===== config.mk =====
export PLATFORM = sky130hd
export DESIGN_NAME = meas_scheduler
export DESIGN_NICKNAME = d
export VERILOG_FILES = /design/src/rtl/meas_scheduler.sv
export SDC_FILE = /design/constraint.sdc
export NUM_CORES = 1
export LEC_CHECK = 0
export CAP_MARGIN = 5
export CORE_MARGIN = 2
export CORE_UTILIZATION = 45
export CTS_BUF_LIST = sky130_fd_sc_hd__clkbuf_2
export DETAILED_ROUTE_END_ITERATION = 16
export DONT_BUFFER_PORTS = 1
export SLEW_MARGIN = 40
export SYNTH_ARGS = -nofsm -noshare
export SYNTH_HDL_FRONTEND = slang
export SYNTH_SLANG_ARGS = --single-unit

===== constraint.sdc =====
create_clock -name clk -period 2.9 [get_ports clk]
set_input_delay 0 -clock clk [delete_from_list [all_inputs] [get_ports clk]]
set_output_delay 0 -clock clk [all_outputs]
set_load 0.005 [all_outputs]

===== src/rtl/meas_scheduler.sv =====
// rtl/meas_scheduler.sv - periodic measurement scheduler with trigger-level control and publish handshake
// Samples quasi-static foreign-domain results twice per attempt and publishes them once per interval.
module meas_scheduler #(
  parameter int unsigned MEAS_PERIOD = 25_000_000,
  parameter logic [7:0]  TRIG_HYST   = 8'd2,
  parameter logic [7:0]  MIN_VPP     = 8'd10
) (
  input  logic        clk,
  input  logic        rst_n,
  input  logic        run,
  input  logic        auto_en,
  input  logic [7:0]  man_level,
  input  logic [19:0] ad_freq,
  input  logic [7:0]  ad_vpp,
  input  logic [7:0]  ad_max,
  input  logic [7:0]  ad_min,
  output logic [7:0]  trig_level,
  output logic [19:0] res_freq,
  output logic [7:0]  res_vpp,
  output logic [7:0]  res_max,
  output logic [7:0]  res_min,
  output logic        res_valid,
  input  logic        res_ack,
  output logic        no_signal,
  output logic        overrun,
  output logic        busy
);

  typedef enum logic [2:0] {S_IDLE, S_WAIT, S_SAMPLE, S_CALC, S_PUBLISH} state_t;

  localparam logic [25:0] LAST_CNT = 26'(MEAS_PERIOD - 1);

  state_t      state, state_nxt;
  logic [25:0] cnt;
  logic        phase;
  logic [1:0]  attempt;
  logic [19:0] samp_freq;
  logic [7:0]  samp_vpp, samp_max, samp_min;
  logic [7:0]  lvl;
  logic        nosig;
  logic        discard;
  logic        match, sample_done, pub_step, lvl_update, do_pub;
  logic [8:0]  lvl_sum;
  logic [7:0]  lvl_diff;

  assign match = (ad_freq == samp_freq) && (ad_vpp == samp_vpp) &&
                 (ad_max == samp_max) && (ad_min == samp_min);
  // Second cycle of an attempt: accept on agreement, or unconditionally on the 4th try.
  assign sample_done = phase && (match || attempt == 2'd3);

  always_ff @(posedge clk or negedge rst_n) begin
    if (!rst_n) state <= S_IDLE;
    else        state <= state_nxt;
  end

  always_comb begin
    state_nxt = state;
    if (!run) begin
      state_nxt = S_IDLE;
    end else begin
      case (state)
        S_IDLE:    state_nxt = S_WAIT;
        S_WAIT:    if (cnt == LAST_CNT) state_nxt = S_SAMPLE;
        S_SAMPLE:  if (sample_done) state_nxt = S_CALC;
        S_CALC:    state_nxt = S_PUBLISH;
        S_PUBLISH: state_nxt = S_WAIT;
        default:   state_nxt = S_IDLE;
      endcase
    end
  end

  always_comb begin
    busy     = (state != S_IDLE);
    pub_step = (state == S_PUBLISH) && run;
  end

  always_ff @(posedge clk or negedge rst_n) begin
    if (!rst_n)               cnt <= '0;
    else if (state == S_WAIT) cnt <= cnt + 26'd1;
    else                      cnt <= '0;
  end

  always_ff @(posedge clk or negedge rst_n) begin
    if (!rst_n) begin
      phase     <= 1'b0;
      attempt   <= 2'd0;
      samp_freq <= '0;
      samp_vpp  <= '0;
      samp_max  <= '0;
      samp_min  <= '0;
    end else if (state == S_SAMPLE) begin
      phase     <= ~phase;
      samp_freq <= ad_freq;
      samp_vpp  <= ad_vpp;
      samp_max  <= ad_max;
      samp_min  <= ad_min;
      if (phase && !match) attempt <= attempt + 2'd1;
    end else begin
      phase   <= 1'b0;
      attempt <= 2'd0;
    end
  end

  assign lvl_sum = {1'b0, samp_max} + {1'b0, samp_min};

  always_ff @(posedge clk or negedge rst_n) begin
    if (!rst_n) begin
      lvl   <= 8'd0;
      nosig <= 1'b0;
    end else if (state == S_CALC) begin
      lvl   <= 8'(lvl_sum >> 1);
      nosig <= (samp_vpp < MIN_VPP);
    end
  end

  assign lvl_diff   = (lvl >= trig_level) ? (lvl - trig_level) : (trig_level - lvl);
  assign lvl_update = auto_en && !nosig && (lvl_diff >= TRIG_HYST);
  // An auto level change invalidates the interval just measured at the old level.
  assign do_pub     = pub_step && !discard && !lvl_update;

  always_ff @(posedge clk or negedge rst_n) begin
    if (!rst_n)                     trig_level <= 8'd128;
    else if (!auto_en)              trig_level <= man_level;
    else if (pub_step && lvl_update) trig_level <= lvl;
  end

  always_ff @(posedge clk or negedge rst_n) begin
    if (!rst_n)                                  discard <= 1'b1;
    else if (!auto_en && man_level != trig_level) discard <= 1'b1;
    else if (pub_step)                           discard <= 1'b0;
  end

  always_ff @(posedge clk or negedge rst_n) begin
    if (!rst_n) begin
      res_freq  <= '0;
      res_vpp   <= '0;
      res_max   <= '0;
      res_min   <= '0;
      no_signal <= 1'b0;
    end else if (do_pub) begin
      res_freq  <= nosig ? 20'd0 : samp_freq;
      res_vpp   <= samp_vpp;
      res_max   <= samp_max;
      res_min   <= samp_min;
      no_signal <= nosig;
    end
  end

  // A publish wins over a simultaneous ack; an ack in that cycle still rules out overrun.
  always_ff @(posedge clk or negedge rst_n) begin
    if (!rst_n) begin
      res_valid <= 1'b0;
      overrun   <= 1'b0;
    end else if (do_pub) begin
      res_valid <= 1'b1;
      overrun   <= res_valid & ~res_ack;
    end else if (res_valid && res_ack) begin
      res_valid <= 1'b0;
      overrun   <= 1'b0;
    end
  end

endmodule

==> results.sh, run 1 <==
export IMPL_status="finished with violations"
export IMPL_failed_checks="negative setup slack"
export IMPL_cts_tree="yes"
export IMPL_clock_tree_root_cell="sky130_fd_sc_hd__clkbuf_2"
export IMPL_cellLeakagePower_nw=4.32
export IMPL_floorplan_io_pins=113
export IMPL_initial_utilization_pct=45.6
export IMPL_synth_enable_flop_cells=0
export IMPL_report_final_hold_viol_count=0
export IMPL_timing_hold_worst_class="in2reg"
export IMPL_power_density_mw_per_mm2=412
export IMPL_detailedRoute_firstPassIterationCount=5
export IMPL_detail_route_drc_violations=0
export IMPL_grt_setup_unrepaired="true"
export IMPL_max_slew_worst_pin_slew_ns=0.706
export IMPL_path_max_fanout=7
export IMPL_synth_cell_types=61
export IMPL_dieWidth_um=136
export IMPL_post_route_insts_no_fill=1209
export IMPL_max_slew_margin_rel_pct=52.9
export IMPL_grt_total_usage_pct=25.4
export IMPL_clock_skew_ns=0.0347
export IMPL_viasPerCell=5.56
export IMPL_placeableCoreArea_mm2=0.0171
export IMPL_drive_above_1_share_pct=17.2
export IMPL_dieArea_mm2=0.0184
export IMPL_placed_area_mm2=0.00830
export IMPL_worst_ep_arrival_time_ns=3.56
export IMPL_fmax_ghz=0.336
export IMPL_worst_ir_drop_vdd_mv=0.228
export IMPL_timing_critical_path_from_type="flop"
export IMPL_post_route_cell_area_mm2=0.0102
export IMPL_fin_total_pwr_w=0.00419
export IMPL_initial_antenna_violation_count=1
export IMPL_synth_sequential_area_ratio_pct=45.2
export IMPL_fin_crit_ns=2.98
export IMPL_routabilityCongestion=0.890
export IMPL_grt_first_pass_wirelength_mm=36.1
export IMPL_drtAntennaViolNets=0
export IMPL_finalSetupViolCount=30
export IMPL_post_drt_wl_per_cell_um=19.1
export IMPL_placedCellCount=1051
export IMPL_syn_nets=908
export IMPL_grt_max_degree=142
export IMPL_timing_max_transition_violations_final=0
export IMPL_finalCritPeriodShare_pct=103
export IMPL_fin_ws_ns=-0.0802
export IMPL_globalRoute_totalOverflow=0
export IMPL_syn_to_layout_area_delta_pct=30.3
export IMPL_cts_sinks=141
export IMPL_cts_made_buffers=17
export IMPL_detailed_place_hpwl_mm=15.4
export IMPL_worstSetupPathType="reg2reg"
export IMPL_worst_setup_path_end_kind="flop"
export IMPL_synthesis_yosys_warnings=0
export IMPL_syn_cell_area_mm2=0.00781
export IMPL_drtIter0Drc=576
export IMPL_rows=48
export IMPL_synth_async_sr_flop_share_pct=100
export IMPL_h_tree_depth=4
export IMPL_ctsLongestPathBuffers=2
export IMPL_route_vias_total=6717
export IMPL_cap_viol_max_count=0
export IMPL_clock_latency_ns=0.71
export IMPL_die_height_um=136
export IMPL_postSynthAreaPerCell_um2=9.48
export IMPL_routed_wl_mm=23.1
export IMPL_worst_endpoint_required_ns=3.48
export IMPL_clock_slew_at_the_register_clock_pins_of_the_worst_setup_and_hold_paths_ns=0.20
export IMPL_portBuffers=0
export IMPL_mostFrequentLayoutCell="sky130_fd_sc_hd__dfrtp_1"
export IMPL_synth_top_flop_cell="sky130_fd_sc_hd__dfrtp_1"
export IMPL_final_net_count=1055
export IMPL_vias_in_the_first_global_route=6768
export IMPL_netlist_instances=824
export IMPL_synth_seq_cells=141
export IMPL_mostFrequentLayoutCells="sky130_fd_sc_hd__dfrtp_1 (138), sky130_fd_sc_hd__nand2_1 (134), sky130_fd_sc_hd__dlygate4sd3_1 (112), sky130_fd_sc_hd__xnor2_1 (61), sky130_fd_sc_hd__nor2_1 (52)"
export IMPL_final_layout_fill_cell_count=1428
## layer usage
| metal | global-route usage, % | up-vias | part of all wire, % |
|---|---|---|---|
| met2 | 41.2 | 212 | 48 |
| li1 | - | 3141 | - |
| met3 | 6.96 | 42 | 6.1 |
| met5 | 0 | - | 0 |
| met4 | 10.7 | 0 | 3.6 |
| met1 | 32.2 | 3322 | 43 |
## logic make-up (layout without fill, tap and decap cells)
family                   count (synthesis)  count (layout)  share of synthesized area (%)
AO/OA/AOI/OAI                          129             129                           11.0
XOR/XNOR                                81              81                           9.08
adder cells (fa/ha/maj)                 27              27                           4.61
buffers and inverters                   98             257                           5.46
flip-flops                             141             141                           45.2
multiplexers                            25              25                           4.50
other                                    0               1                              0
AND/OR/NAND/NOR                        323             323                           20.1
## state kept, by name (all words and copies together) (netlist names)
register,flops
cnt,26
res_freq,20
samp_freq,20
lvl,8
res_max,8
res_min,8
res_vpp,8
samp_max,8
samp_min,8
samp_vpp,8
trig_level,8
state,3
attempt,2
discard,1
no_signal,1
nosig,1
overrun,1
phase,1
res_valid,1
## path summary, 6_finish.rpt
kind                                     from          end  slack (ns)  depth (start not counted)
worst max-delay path            trig_level[0]   res_min[0]       -0.08                         12
worst min-delay path             man_level[1]      discard        0.15                          5
worst max register to register  trig_level[0]   res_min[0]       -0.08                         12
worst min register to register        discard      discard        0.48                          2
max in group asynchronous               rst_n  samp_max[2]        1.89                          3
min in group asynchronous               rst_n  res_freq[9]        0.46                          3
## cell usage after synthesis (all sizes together) (2+ instances only)
cell     instances  area [um2]
clkbuf          29         109
nor2            52         195
or2              2        12.5
a31o             2        17.5
nand3b           2        15.0
dfstp            2        52.6
or3b             3        26.3
nand4           49         307
nand3           17        85.1
o31ai           11        82.6
mux2            24         342
o21bai           4        30.0
o311ai          21         184
o2111ai          2        17.5
a22o             2        17.5
o21ai           42         210
xor2            18         158
and4             2        17.5
dfrtp          139        3480
fa               3        60.1
a2111oi          2        23.8
nand2b           6        37.5
nand2          137         514
nor4             6        37.5
buf             16         119
a31oi           10        62.6
or3              6        37.5
xnor2           63         552
a211oi           2        15.0
ha              24         300
inv             53         199
and3             6        37.5
a21oi           20         104
nor4b            3        41.3
nor2b           25         156
o21a             2        15.0
nor3             3        15.0
## per-stage QoR
step	utilization [%]	hold WS [ns]	setup TNS [ns]	setup slack, ns
final	59.5	0.147	-1.32	-0.0802
after detailed placement	48.5	-0.290	-6.07	-0.217
after global routing	59.5	0.0732	-6.92	-0.198
after floorplan	-	-0.296	-2.01	-0.107
after global placement	48.5	-0.291	-3.95	-0.144
after CTS	56.9	-1.11	-0.127	-0.0218
## cell type report
class	count	area (um2)	share of cell area, %
diodes	1	2.50	0.0246
clock buffers	18	90.1	0.885
clock inverters	13	148	1.45
inverters	53	199	1.96
multi-input cells	585	4200	41.3
flip-flops and latches	141	3530	34.7
well taps	225	282	2.77
repair buffers	173	1720	16.9
## where the power goes
part | internal (W) | total (W) | switching [W]
registers | 0.00205 | 0.00214 | 0.0000919
clock network | 0.000470 | 0.00120 | 0.000732
logic | 0.000391 | 0.000847 | 0.000456
## what timing repair did
item | CTS | global route
endpoints found under the hold margin | 222 | 173
hold buffers | 91 | 23
resized for setup | 45 | 33
buffers inserted | 9 | 1
pin swaps | 11 | 22
setup endpoints to repair | 53 | 55
gates cloned | 1 | 1
## worst max-delay path, stage by stage, from the launching register on
cell and delay, ns:
sky130_fd_sc_hd__dfrtp_1 0.43, sky130_fd_sc_hd__buf_6 0.13, sky130_fd_sc_hd__ha_4 0.16, sky130_fd_sc_hd__inv_2 0.06, sky130_fd_sc_hd__fa_2 0.24, sky130_fd_sc_hd__nand3_2 0.10
sky130_fd_sc_hd__a31oi_2 0.22, sky130_fd_sc_hd__a211oi_2 0.09, sky130_fd_sc_hd__a2111oi_4 0.36, sky130_fd_sc_hd__nor4b_4 0.33, sky130_fd_sc_hd__o41a_4 0.28, sky130_fd_sc_hd__buf_12 0.16
sky130_fd_sc_hd__mux2_4 0.30
Note: power is estimated with default switching activity, not from simulation.
==> inputs of run 2 (changes only) <==
Settings changed: CELL_PAD_IN_SITES_DETAIL_PLACEMENT set to 1, CELL_PAD_IN_SITES_GLOBAL_PLACEMENT set to 1, CORE_UTILIZATION 45 to 30, MAX_ROUTING_LAYER set to met4, PLACE_DENSITY_LB_ADDON set to 0.1.
==> run 2 against run 1 <==
  * The flow still finishes with violations (negative setup slack)
  * Critical path depth increased by 1
  * Non-clock buffer count decreased by 4
  * Combinational power increased by 0.6%
  * Global-route usage decreased by 4.8 points
  * Largest cell class unchanged
  * Largest power group unchanged
==> results.sh, run 2 (synthesis results as in run 1) <==
export IMPL_detail_route_drc_violations=0
export IMPL_timing_critical_path_slowest_cell_delay_ns=0.45
export IMPL_grt_max_degree=142
export IMPL_regToRegEndpoint="res_vpp[1]"
export IMPL_max_slew_margin_rel_pct=50.2
export IMPL_final_net_count=1051
export IMPL_fin_ws_ns=-0.208
export IMPL_dieArea_mm2=0.0273
export IMPL_cts_sinks=141
export IMPL_grt_first_pass_wirelength_mm=41.6
export IMPL_crit_path_end="res_vpp[1]"
export IMPL_rows=59
export IMPL_vias_in_the_first_global_route=7145
export IMPL_registers_top_by_ff_count="cnt"
export IMPL_drtAntennaViolNets=0
export IMPL_failed_checks="negative setup slack"
export IMPL_cts_tree="yes"
export IMPL_final_layout_fill_cell_count=2895
export IMPL_fin_total_pwr_w=0.00452
export IMPL_r2r_start="trig_level[0]"
export IMPL_worst_setup_path_end_kind="flop"
export IMPL_placeableCoreArea_mm2=0.0258
export IMPL_max_reg_flops=26
export IMPL_fin_crit_ns=3.11
export IMPL_status="finished with violations"
export IMPL_number_of_cells_traversed_by_the_worst_register_to_register_path=13
export IMPL_timing_hold_worst_class="in2reg"
export IMPL_worstSetupPathType="reg2reg"
export IMPL_holdCritStartpoint="ad_freq[9]"
export IMPL_grt_total_usage_pct=20.6
export IMPL_drive_above_1_share_pct=16.9
export IMPL_global_route_usage_met2_pct=32.9
export IMPL_grt_most_used_layer="met2"
export IMPL_finalSetupViolCount=47
export IMPL_grt_use_met3_pct=4.70
export IMPL_seq_area_mm2=0.00353
export IMPL_cts_made_buffers=17
export IMPL_detailedRoute_firstPassIterationCount=4
export IMPL_timing_setup_tns_ns=-6.45
export IMPL_routed_wl_mm=26.5
export IMPL_biggestRegsByFlops="cnt: 26 flops, res_freq: 20 flops, samp_freq: 20 flops"
export IMPL_floorplan_io_pins=113
export IMPL_multi_input_area_mm2=0.00418
export IMPL_critPathSlowestCell="sky130_fd_sc_hd__dfrtp_1"
export IMPL_placed_area_mm2=0.00842
export IMPL_grt_setup_unrepaired="true"
export IMPL_drtIter0Drc=333
export IMPL_grt_use_met1_pct=26.7
export IMPL_timing_critical_path_from_type="flop"
export IMPL_worst_ep_arrival_time_ns=3.74
export IMPL_cp_common_cell="sky130_fd_sc_hd__inv_1"
export IMPL_post_drt_wl_per_cell_um=20.2
export IMPL_timing_max_transition_violations_final=0
export IMPL_cellLeakagePower_nw=4.33
export IMPL_post_route_cell_area_mm2=0.0104
export IMPL_critical_path_depth=13
export IMPL_viasPerCell=5.02
export IMPL_detailed_place_hpwl_mm=18.2
export IMPL_power_density_mw_per_mm2=436
export IMPL_ctsLongestPathBuffers=2
export IMPL_syn_to_layout_area_delta_pct=32.8
export IMPL_cpLargestDelayFamily="compound AO/OA/AOI/OAI gates"
export IMPL_clock_tree_root_cell="sky130_fd_sc_hd__clkbuf_2"
export IMPL_cap_viol_max_count=0
export IMPL_worst_endpoint_required_ns=3.54
export IMPL_routabilityCongestion=0.823
export IMPL_worst_ir_drop_vdd_mv=0.196
export IMPL_clock_slew_at_the_register_clock_pins_of_the_worst_setup_and_hold_paths_ns=0.23
export IMPL_max_slew_worst_pin_slew_ns=0.747
export IMPL_report_final_hold_viol_count=0
export IMPL_post_route_insts_no_fill=1317
export IMPL_initial_antenna_violation_count=2
export IMPL_clock_skew_ns=0.0591
export IMPL_placedCellCount=1156
export IMPL_dieWidth_um=165
export IMPL_finalCritPeriodShare_pct=107
export IMPL_h_tree_depth=4
export IMPL_portBuffers=0
export IMPL_fmax_ghz=0.322
export IMPL_path_cells="inv_1, ha_1, inv_1, fa_2, nand3_1, nand2_1, a2111o_1, a211oi_2, and3_4, o41a_4, buf_12, buf_16, mux2_4"
export IMPL_die_height_um=165
export IMPL_mostFrequentLayoutCell="sky130_fd_sc_hd__dfrtp_1"
export IMPL_rrSetupSlack_ns=-0.21
export IMPL_mostFrequentLayoutCells="sky130_fd_sc_hd__dfrtp_1 (139), sky130_fd_sc_hd__nand2_1 (135), sky130_fd_sc_hd__dlygate4sd3_1 (110), sky130_fd_sc_hd__xnor2_1 (61), sky130_fd_sc_hd__nor2_1 (52)"
export IMPL_path_max_fanout=6
export IMPL_initial_utilization_pct=30.2
export IMPL_crit_buf_inv=4
export IMPL_globalRoute_totalOverflow=0
export IMPL_clock_latency_ns=0.73
export IMPL_startpoint="trig_level[0]"
export IMPL_route_vias_total=6609
-- run 2: through the flow --
step | hold WS [ns] | setup WS [ns] | utilization (%)
floorplan | -0.296 | -0.107 | -
global placement | -0.287 | -0.117 | 32.6
detailed placement | -0.286 | -0.269 | 32.6
CTS | 0.00353 | -0.157 | 39.3
global route | 0.0341 | -0.310 | 40.1
finish | 0.0855 | -0.208 | 40.1
-- run 2: how the worst min path moves through the flow --
stage	end	slack, ns	depth (start not counted)
2_1_floorplan	attempt[0]	-0.30	0
3_3_place_gp	cnt[2]	-0.29	0
3_5_place_dp	cnt[2]	-0.29	0
4_1_cts	samp_freq[0]	0.004	3
5_1_grt	trig_level[0]	0.03	3
6_report	state[0]	0.09	7
-- run 2: area by class of cell --
| class | instances | share of cell area [%] |
|---|---|---|
| timing repair buffer | 169 | 16.6 |
| multi-input combinational | 585 | 40.3 |
| inverter | 53 | 1.92 |
| clock inverter | 12 | 2.12 |
| sequential | 141 | 34.0 |
| tap | 335 | 4.04 |
| clock buffer | 20 | 0.965 |
| antenna | 2 | 0.0483 |
-- run 2: layer usage --
layer | vias up | share of wire [%] | wire (um)
met5 | - | 0 | 0
met3 | 13 | 4.5 | 1190
met2 | 115 | 48 | 12900
li1 | 3122 | - | -
met1 | 3359 | 46 | 12200
met4 | 0 | 1.2 | 323
-- run 2: power by group --
part	internal [W]	leakage (nW)	total, W	switching (W)
clock	0.000747	0.180	0.00152	0.000776
sequential	0.00205	1.68	0.00214	0.0000914
combinational	0.000384	2.47	0.000852	0.000468
-- run 2: what timing repair did --
action	in CTS	in global routing
resized for setup	42	26
hold buffers	110	2
endpoints found under the hold margin	229	2
pin swaps	8	17
gates cloned	3	2
setup endpoints to repair	53	54
setup buffers	8	5
-- run 2: worst min-delay path, stage by stage --
cell                       delay (ns)
sky130_fd_sc_hd__xnor2_1         0.12
sky130_fd_sc_hd__nand4_1         0.16
sky130_fd_sc_hd__nor4_1          0.08
sky130_fd_sc_hd__nand3_1         0.09
sky130_fd_sc_hd__nand2b_1        0.06
sky130_fd_sc_hd__a31oi_1         0.19
sky130_fd_sc_hd__nor2_1          0.05
==> inputs of run 3 (changes only) <==
Settings changed: CTS_BUF_LIST sky130_fd_sc_hd__clkbuf_2 to unset, PLACE_DENSITY_LB_ADDON 0.1 to 0.15, TNS_END_PERCENT set to 5.
==> run 3 against run 2 <==
  * The run ends with negative hold slack, negative setup slack left
  * Flip-flop and latch count is the same
  * Hold slack lost 0.82 ns
  * Critical path depth is the same
  * Global-route usage shrank 0.33 points
  * Highest routed layer unchanged
==> results.sh, run 3 (synthesis results as in run 1) <==
export IMPL_status="finished with violations"
export IMPL_failed_checks="negative hold slack, negative setup slack"
export IMPL_cts_sinks=141
export IMPL_routabilityCongestion=0.841
export IMPL_worstSetupPathType="reg2reg"
export IMPL_power_switching_w=0.00140
export IMPL_fin_ws_ns=-0.135
export IMPL_vias_in_the_first_global_route=6913
export IMPL_initial_antenna_violation_count=1
export IMPL_r2r_start="trig_level[0]"
export IMPL_clock_tree_root_cell="sky130_fd_sc_hd__clkbuf_16"
export IMPL_grt_first_pass_wirelength_mm=40.5
export IMPL_clock_skew_ns=0.0121
export IMPL_worst_endpoint_required_ns=3.19
export IMPL_grt_max_degree=142
export IMPL_clock_slew_at_the_register_clock_pins_of_the_worst_setup_and_hold_paths_ns=0.07
export IMPL_timing_hold_worst_class="in2async"
export IMPL_portBuffers=0
export IMPL_hold_worst_slack_ns=-0.735
export IMPL_mostFrequentLayoutCell="sky130_fd_sc_hd__dfrtp_1"
export IMPL_final_layout_fill_cell_count=2927
export IMPL_clock_latency_ns=0.42
export IMPL_grt_setup_unrepaired="true"
export IMPL_syn_to_layout_area_delta_pct=30.0
export IMPL_detailed_place_hpwl_mm=18.3
export IMPL_number_of_cells_traversed_by_the_worst_register_to_register_path=13
export IMPL_initial_utilization_pct=30.2
export IMPL_post_drt_wl_per_cell_um=20.9
export IMPL_fmax_ghz=0.330
export IMPL_placeableCoreArea_mm2=0.0258
export IMPL_cell_internal_pwr_w=0.00383
export IMPL_max_slew_margin_rel_pct=58.9
export IMPL_timing_critical_path_slowest_cell_delay_ns=0.51
export IMPL_worst_ep_arrival_time_ns=3.32
export IMPL_registers_top_by_ff_count="cnt"
export IMPL_globalRoute_totalOverflow=0
export IMPL_worst_ir_drop_vdd_mv=0.259
export IMPL_cap_viol_max_count=0
export IMPL_grt_total_usage_pct=20.3
export IMPL_max_slew_worst_pin_slew_ns=0.616
export IMPL_path_max_fanout=21
export IMPL_power_density_mw_per_mm2=515
export IMPL_biggestRegsByFlops="cnt: 26 flops, res_freq: 20 flops, samp_freq: 20 flops"
export IMPL_cts_tree="yes"
export IMPL_viasPerCell=5.04
export IMPL_drtAntennaViolNets=0
export IMPL_route_vias_total=6376
export IMPL_part_of_the_power_in_the_clock_network_pct=44.1
export IMPL_path_cells="buf_6, ha_4, inv_2, fa_2, nand3_2, nand2_2, a2111oi_4, o221ai_2, buf_4, or4b_4, buf_12, nand4_1, o311ai_4"
export IMPL_fin_crit_ns=3.03
export IMPL_detail_route_drc_violations=0
export IMPL_routed_wl_mm=26.4
export IMPL_finalSetupViolCount=52
export IMPL_finalCritPeriodShare_pct=105
export IMPL_mostFrequentLayoutCells="sky130_fd_sc_hd__dfrtp_1 (138), sky130_fd_sc_hd__nand2_1 (135), sky130_fd_sc_hd__xnor2_1 (62), sky130_fd_sc_hd__dlygate4sd3_1 (61), sky130_fd_sc_hd__nor2_1 (52)"
export IMPL_final_core_util_pct=39.3
export IMPL_floorplan_io_pins=113
export IMPL_final_net_count=1001
export IMPL_worst_setup_path_end_kind="flop"
export IMPL_rrSetupSlack_ns=-0.13
export IMPL_critPathSlowestCell="sky130_fd_sc_hd__or4b_4"
export IMPL_placedCellCount=1159
export IMPL_drtIter0Drc=312
export IMPL_timing_max_transition_violations_final=0
export IMPL_power_sequential_fraction_pct=41.0
export IMPL_dieArea_mm2=0.0273
export IMPL_rows=59
export IMPL_post_route_insts_no_fill=1266
export IMPL_max_reg_flops=26
export IMPL_dieWidth_um=165
export IMPL_post_route_cell_area_mm2=0.0102
export IMPL_drive_above_1_share_pct=18.1
export IMPL_cts_made_buffers=17
export IMPL_startpoint="trig_level[0]"
export IMPL_share_comb_of_total_power_pct=14.9
export IMPL_detailedRoute_firstPassIterationCount=4
export IMPL_power_share_switching_pct=26.7
export IMPL_ctsLongestPathBuffers=2
export IMPL_die_height_um=165
export IMPL_report_final_hold_viol_count=141
export IMPL_cellLeakagePower_nw=4.35
export IMPL_timing_critical_path_from_type="flop"
export IMPL_h_tree_depth=4
export IMPL_placed_area_mm2=0.00845
export IMPL_ctsHoldBuffers=62
## run 3: worst max-delay path, delay by kind of cell (launching register included)
family / cells / cell delay (ns)
AO/OA/AOI/OAI: 3 / 0.60
adder cells (fa/ha/maj): 2 / 0.54
AND/OR/NAND/NOR: 4 / 0.83
flip-flops: 1 / 0.40
buffers and inverters: 4 / 0.51
## run 3: power by group through the flow
stage               clock (W)  sequential [W]  combinational [W]
floorplan                   0         0.00216           0.000420
global placement            0         0.00218           0.000629
detailed placement          0         0.00218           0.000639
CTS                   0.00236         0.00215           0.000757
global route          0.00245         0.00216           0.000854
finish                0.00231         0.00215           0.000778
## run 3: worst paths after layout
| kind | end |
|---|---|
| worst max register to register | res_freq[6] |
| min in group clk | state[0] |
| max in group asynchronous | trig_level[7] |
| worst min-delay path | res_freq[3] |
| worst max-delay path | res_freq[6] |
| worst min register to register | phase |
## run 3: layout make-up
| cell class | instances | area [um2] | area share, % |
|---|---|---|---|
| multi-input cells | 585 | 4200 | 41.4 |
| flip-flops and latches | 141 | 3530 | 34.8 |
| repair buffers | 119 | 1180 | 11.7 |
| clock buffers | 24 | 512 | 5.04 |
| well taps | 335 | 419 | 4.13 |
| inverters | 53 | 199 | 1.96 |
| clock inverters | 8 | 104 | 1.02 |
| diodes | 1 | 2.50 | 0.0246 |
## run 3: per-stage QoR
| stage | worst slack, ns | setup TNS (ns) | power (W) |
|---|---|---|---|
| after floorplan | -0.107 | -2.01 | 0.00258 |
| after global placement | -0.116 | -3.34 | 0.00281 |
| after detailed placement | -0.258 | -8.18 | 0.00282 |
| final | -0.135 | -3.35 | 0.00523 |
| after CTS | -0.133 | -3.57 | 0.00526 |
| after global routing | -0.258 | -10.52 | 0.00547 |
## run 3: layer usage
| layer | up-vias | routed length, um | global-route usage, % |
|---|---|---|---|
| met5 | - | 0 | - |
| met4 | 0 | 397 | 5.41 |
| met3 | 22 | 1310 | 4.50 |
| met2 | 121 | 13200 | 34.0 |
| met1 | 3206 | 11500 | 24.7 |
| li1 | 3027 | - | - |
## run 3: timing repair
action,4_1_cts,5_1_grt
gates cloned,1,3
setup buffers,5,4
resized for setup,48,30
pin swaps,12,14
endpoints found under the setup margin,54,55
endpoints found under the hold margin,219,141
